File: src/rtl/serial_word_rx_pkg.sv
// Shared types and sizing helpers for the bit-serial result receiver.
package serial_word_rx_pkg;

   typedef enum logic [1:0] {
      IDLE  = 2'd0,
      SHIFT = 2'd1,
      HOLD  = 2'd2
   } state_t;

   // A frame carries the D_W sum bits followed by one carry bit.
   function automatic int frame_w(input int d_w);
      return d_w + 1;
   endfunction

endpackage

File: src/rtl/serial_word_rx_if.sv
// Serial-in / parallel-out handshake bundle between the serial source, the receiver and its consumer.
interface serial_word_rx_if #(
   parameter int D_W = 4
) ();

   logic           ser_valid;
   logic           ser_start;
   logic           ser_bit;
   logic [D_W-1:0] par_sum;
   logic           par_cout;
   logic           par_valid;
   logic           par_ready;
   logic           overrun;
   logic           frame_err;
   logic           busy;

   modport master (
      output ser_valid, ser_start, ser_bit, par_ready,
      input  par_sum, par_cout, par_valid, overrun, frame_err, busy
   );

   modport slave (
      input  ser_valid, ser_start, ser_bit, par_ready,
      output par_sum, par_cout, par_valid, overrun, frame_err, busy
   );

endinterface

File: src/rtl/serial_word_rx_sipo_shift.sv
// Serial-in parallel-out register: new bits enter at the MSB and the contents move toward bit 0.
module sipo_shift #(
   parameter int W = 5
) (
   input  logic         clk,
   input  logic         reset_n,
   input  logic         i_clr,
   input  logic         i_en,
   input  logic         i_bit,
   output logic [W-1:0] o_q
);

   logic [W-1:0] r_q;
   logic [W-1:0] w_base;

   // Clear and shift together start a fresh frame with its first bit already loaded.
   assign w_base = i_clr ? '0 : r_q;

   always_ff @(posedge clk or negedge reset_n) begin
      if (!reset_n) begin
         r_q <= '0;
      end else if (i_en) begin
         r_q <= {i_bit, w_base[W-1:1]};
      end else if (i_clr) begin
         r_q <= '0;
      end
   end

   assign o_q = r_q;

endmodule

File: src/rtl/serial_word_rx.sv
// Rebuilds an LSB-first serial sum+carry frame into a parallel word behind a valid/ready handshake.
module serial_word_rx
   import serial_word_rx_pkg::*;
#(
   parameter int D_W = 4
) (
   input  logic            clk,
   input  logic            reset_n,
   serial_word_rx_if.slave bus
);

   localparam int FRAME_W = frame_w(D_W);
   localparam int CNT_W   = $clog2(FRAME_W + 1);

   state_t             r_state;
   state_t             w_next;
   logic [CNT_W-1:0]   r_count;
   logic               r_overrun;
   logic               r_frame_err;
   logic [FRAME_W-1:0] w_sr;
   logic               w_hs;
   logic               w_start;
   logic               w_last;
   logic               w_clr;
   logic               w_shift;
   logic               w_abort;
   logic               w_drop;

   assign w_hs    = (r_state == HOLD) & bus.par_ready;
   assign w_start = bus.ser_valid & bus.ser_start;
   assign w_last  = (r_count == CNT_W'(FRAME_W - 1));

   always_ff @(posedge clk or negedge reset_n) begin
      if (!reset_n) begin
         r_state <= IDLE;
      end else begin
         r_state <= w_next;
      end
   end

   always_comb begin
      w_next = r_state;
      case (r_state)
         IDLE:    if (w_start) w_next = SHIFT;
         SHIFT:   if (bus.ser_valid & ~bus.ser_start & w_last) w_next = HOLD;
         HOLD:    if (w_hs) w_next = w_start ? SHIFT : IDLE;
         default: w_next = IDLE;
      endcase
   end

   // A start seen in SHIFT always aborts: the frame cannot be complete yet.
   always_comb begin
      w_clr   = 1'b0;
      w_shift = 1'b0;
      w_abort = 1'b0;
      w_drop  = 1'b0;
      case (r_state)
         IDLE: begin
            w_clr   = w_start;
            w_shift = w_start;
         end
         SHIFT: begin
            w_clr   = w_start;
            w_shift = bus.ser_valid;
            w_abort = w_start;
         end
         HOLD: begin
            w_clr   = w_hs & w_start;
            w_shift = w_hs & w_start;
            w_drop  = bus.ser_valid & ~bus.par_ready;
         end
         default: ;
      endcase
   end

   always_ff @(posedge clk or negedge reset_n) begin
      if (!reset_n) begin
         r_count <= '0;
      end else if (w_clr) begin
         r_count <= CNT_W'(1);
      end else if (w_shift) begin
         r_count <= w_last ? '0 : r_count + 1'b1;
      end
   end

   always_ff @(posedge clk or negedge reset_n) begin
      if (!reset_n) begin
         r_overrun   <= 1'b0;
         r_frame_err <= 1'b0;
      end else begin
         r_overrun   <= w_hs ? 1'b0 : (r_overrun | w_drop);
         r_frame_err <= w_abort;
      end
   end

   sipo_shift #(.W(FRAME_W)) u_sipo (
      .clk     (clk),
      .reset_n (reset_n),
      .i_clr   (w_clr),
      .i_en    (w_shift),
      .i_bit   (bus.ser_bit),
      .o_q     (w_sr)
   );

   assign bus.par_sum   = w_sr[D_W-1:0];
   assign bus.par_cout  = w_sr[D_W];
   assign bus.par_valid = (r_state == HOLD);
   assign bus.busy      = (r_state == SHIFT);
   assign bus.overrun   = r_overrun;
   assign bus.frame_err = r_frame_err;

endmodule
File: src/flat_wrapper.sv
// flat-port wrapper written by rule: the top's interface ports become plain ports
module serial_word_rx_flat import serial_word_rx_pkg::*;
#(
   parameter int D_W = 4
)
  (clk, reset_n, bus_ser_valid, bus_ser_start, bus_ser_bit, bus_par_ready, bus_par_sum, bus_par_cout, bus_par_valid, bus_overrun, bus_frame_err, bus_busy);
  serial_word_rx_if #(.D_W(D_W)) bus_i ();
  input  logic clk;
  input  logic reset_n;
  input wire logic [$bits(bus_i.ser_valid)-1:0] bus_ser_valid;
  input wire logic [$bits(bus_i.ser_start)-1:0] bus_ser_start;
  input wire logic [$bits(bus_i.ser_bit)-1:0] bus_ser_bit;
  input wire logic [$bits(bus_i.par_ready)-1:0] bus_par_ready;
  output wire logic [$bits(bus_i.par_sum)-1:0] bus_par_sum;
  output wire logic [$bits(bus_i.par_cout)-1:0] bus_par_cout;
  output wire logic [$bits(bus_i.par_valid)-1:0] bus_par_valid;
  output wire logic [$bits(bus_i.overrun)-1:0] bus_overrun;
  output wire logic [$bits(bus_i.frame_err)-1:0] bus_frame_err;
  output wire logic [$bits(bus_i.busy)-1:0] bus_busy;
  assign bus_i.ser_valid = bus_ser_valid;
  assign bus_i.ser_start = bus_ser_start;
  assign bus_i.ser_bit = bus_ser_bit;
  assign bus_i.par_ready = bus_par_ready;
  assign bus_par_sum = bus_i.par_sum;
  assign bus_par_cout = bus_i.par_cout;
  assign bus_par_valid = bus_i.par_valid;
  assign bus_overrun = bus_i.overrun;
  assign bus_frame_err = bus_i.frame_err;
  assign bus_busy = bus_i.busy;
  serial_word_rx #(.D_W(D_W)) u_core (.clk(clk), .reset_n(reset_n), .bus(bus_i));
endmodule
File: config.mk
export PLATFORM = sky130hd
export DESIGN_NAME = serial_word_rx_flat
export DESIGN_NICKNAME = d
export VERILOG_FILES = /design/src/rtl/serial_word_rx_pkg.sv /design/src/rtl/serial_word_rx_if.sv /design/src/rtl/serial_word_rx_sipo_shift.sv /design/src/rtl/serial_word_rx.sv /design/src/flat_wrapper.sv
export SDC_FILE = /design/constraint.sdc
export NUM_CORES = 1
export LEC_CHECK = 0
export ABC_AREA = 0
export CAP_MARGIN = 20
export CORE_MARGIN = 5
export CORE_UTILIZATION = 41
export DETAILED_ROUTE_END_ITERATION = 8
export GPL_ROUTABILITY_DRIVEN = 0
export PLACE_DENSITY = 0.72
export SETUP_SLACK_MARGIN = 0.4
export SLEW_MARGIN = 15
export SYNTH_ARGS = -nofsm -noshare
export SYNTH_HDL_FRONTEND = slang
export SYNTH_HIERARCHICAL = 1
export SYNTH_SLANG_ARGS = --single-unit
File: constraint.sdc
create_clock -name clk -period 1.2 [get_ports clk]
set_clock_uncertainty 0.1 [all_clocks]
set_input_delay 0.24 -clock clk [delete_from_list [all_inputs] [get_ports clk]]
set_output_delay 0.24 -clock clk [all_outputs]
set_load 0.01 [all_outputs]
==> flow_summary.ini <==
[critical_path]
worstReg2RegEnd = u_core/u_sipo/o_q[0]$_DFFE_PN0P_
rrSetupSlack_ns = -0.19
crit_arrival_ns = 1.07
worstSetupStartpoint = u_core/r_state[0]$_DFFE_PN0P_
cp_max_fo = 4
end_kind = primary output
critPathKind = reg -> out
worst_setup_path_start_kind = register
required_ns = 0.86
critPathCapture = bus_par_valid
r2r_start = u_core/r_state[0]$_DFFE_PN0P_
reg2regPathDepth = 5

[placed_design]
dpl_cell_area_sq_um = 881
dp_hpwl_um = 1040
portBuffers = 14
dp_slack_ns = -0.461

[global_route]
grt_pass1_wl_um = 2390
antenna_found_initial = 0
grt_pass1_vias = 563
grt-ovfl-total = 0
track_usage_pct = 15.7
grt_start_max_net_pins = 13

[cts]
clockRootBuffer = clkbuf_4
clk_pin_slew_ns = 0.07
cts_max_path_buffers = 2
cts_tree = built
h-tree-depth = 1
insertion_delay_ns = 0.27
postCtsHoldBufs = 0
cts_buffers = 3
cts.sinks = 12

[power]
powerDensity_nw_per_um2 = 1550
power_leakage_uw = 0.000512
p_int_uw = 1020
power_uw = 1500
seqPwrFrac_pct = 37.7
switchingPower_uw = 484
worst_ir_drop_vdd_v = 0.000987
clkPwrFrac_pct = 15.8
comb_power_share_pct = 46.5
switching_share_pct = 32.3

[synthesis]
synth_ff_type = dfrtp_1
synth_seq_area_share_pct = 51.7
post-synth-top-count-cell = dfrtp_1
synthAdderAreaFrac_pct = 4.31
netlist.top_cell.by_area = dfrtp_1
synth-edff-count = 0
synth_top_family_by_area = compound AO/OA/AOI/OAI gates
synth_area_leaders = dfrtp_1 52%, mux2i_1 8.6%, nor2_1 4.5%
syn_inst = 52
yosys.area_share.xor_xnor_pct = 0
synth_common_cells = 12 x dfrtp_1, 7 x nor2_1, 5 x mux2i_1
synthSimpleGateAreaFrac_pct = 14.7
avgSynthCellArea_sq_um = 11.2
yosysTopAreaCellShare_pct = 51.7
ys_types = 22
yosys_register_bits = 12
syn-num-nets = 60
synthArstFlopShare_pct = 100
synthMuxAreaShare_pct = 8.62
synth-compound-area-share_pct = 16.2
yosysWarnings = 6
synth_area_sq_um = 581

[outcome]
status = finished, violations left
failed_checks = negative setup slack

[timing]
finalSetupViolCount = 13
finalMaxSlewViolations = 0
fin_crit_ns = 1.41
layout_setup_ws_ns = -0.206
max_freq_mhz = 711
setup_tns_ns = -1.82
worst_slew_pin_slew_ns = 0.249
slew_headroom_pct = 83.4
hold_violations = 0
rsz0062_at_grt = true
finalCritPeriodShare_pct = 117
holdWs_ns = 0.163

[routing]
routed_wl_um = 1350
postRouteAntennaNets = 0
wl_per_cell_um = 12.6
first_pass_iters = 3
drc = 0
viasPerCell = 4.90
drtIter0Drc = 7
vias = 524

[hold_path]
hp-class = in -> async

[layout]
diodes = 0
drive_gt1_share_pct = 54.3
syn_to_final_growth_pct = 66.4
finalInstanceArea_sq_um = 966
fillers = 90
multiInputGateArea_sq_um = 297
nets = 102
ff_latch_area_sq_um = 300

[die]
ioPinCount = 15
dieArea_sq_um = 2270
core_area_sq_um = 1320
die_h_um = 47.6
start_util_pct = 44.1
std_cell_rows = 13
die_x_um = 47.6

[flow_run]
timing.max_cap.violations = 0
==> cells in the final DEF (no fill, tap or decap), types with 2 or more instances in the layout <==
master,n
clkbuf_4,3
clkdlybuf4s50_1,3
nor2_1,6
buf_2,7
nand2b_4,3
buf_4,19
buf_6,6
nand2_1,2
a21oi_2,3
mux2i_1,5
inv_1,3
dlygate4sd2_1,2
dfrtp_1,12
==> routing by layer <==
metal	share of wire, %	wire length, um	up-vias	GRT usage (%)
met2	52	707	9	25.9
met4	1.9	26	0	9.68
met5	0	0	-	0
met1	40	536	251	16.5
met3	5.8	78	4	6.77
li1	-	-	260	-
==> cell families (layout without fill, tap and decap cells) <==
kind of cell / Yosys count / in the layout
AOI/OAI and AO/OA: 12 / 12
DFF: 12 / 12
muxes: 5 / 5
adders and majority gates: 2 / 2
and+or+nand+nor: 16 / 16
buffers and inverters: 5 / 45
==> registers in the layout, indices dropped and copies added, names as in the netlist <==
register / flops
u_core/bus.frame_err: 1
u_core/u_sipo/o_q: 5
u_core/bus.overrun: 1
u_core/r_count: 3
u_core/r_state: 2
==> power groups by stage <==
stage / Clock [uW] / Sequential [uW] / Combinational [uW]
floorplan: 0 / 584 / 277
global placement: 0 / 568 / 597
detailed placement: 0 / 571 / 622
CTS: 246 / 564 / 678
global route: 266 / 580 / 766
finish: 237 / 565 / 698
==> worst min path at each step <==
stage	to	from	cells past startpoint	slack, ns
after floorplan	u_core/bus.frame_err$_DFF_PN0_	reset_n	0	-0.16
after global placement	u_core/u_sipo/o_q[0]$_DFFE_PN0P_	u_core/u_sipo/o_q[0]$_DFFE_PN0P_	2	0.42
after detailed placement	u_core/u_sipo/o_q[2]$_DFF_PN0_	u_core/u_sipo/o_q[3]$_DFF_PN0_	2	0.44
after CTS	u_core/bus.overrun$_DFF_PN0_	reset_n	2	0.16
after global routing	u_core/r_state[0]$_DFFE_PN0P_	reset_n	2	0.17
final	u_core/bus.overrun$_DFF_PN0_	reset_n	2	0.16
==> cell type report <==
type	count	area share, %
Clock buffer	3	2.33
Sequential cell	12	31.1
Inverter	4	1.55
Timing Repair Buffer	38	32.4
Multi-Input combinational cell	35	30.7
Tap cell	15	1.94
==> worst max-delay path, cell delays in order, from the launching register on <==
cell	delay, ns
dfrtp_1	0.42
and2b_2	0.26
buf_6	0.12
==> through the flow <==
step,instances,utilization [%]
6_report,107,73.3
5_1_grt,107,73.3
4_1_cts,106,71.7
3_5_place_dp,98,66.9
3_3_place_gp,98,66.9
2_1_floorplan,52,-
==> what timing repair did <==
| action | CTS | global route |
|---|---|---|
| cloned | 0 | 0 |
| resized for setup | 48 | 4 |
| setup endpoints to repair | 21 | 21 |
| buffers inserted | 5 | 1 |
| pin swaps | 1 | 0 |
(Power assumes the default switching activity.)
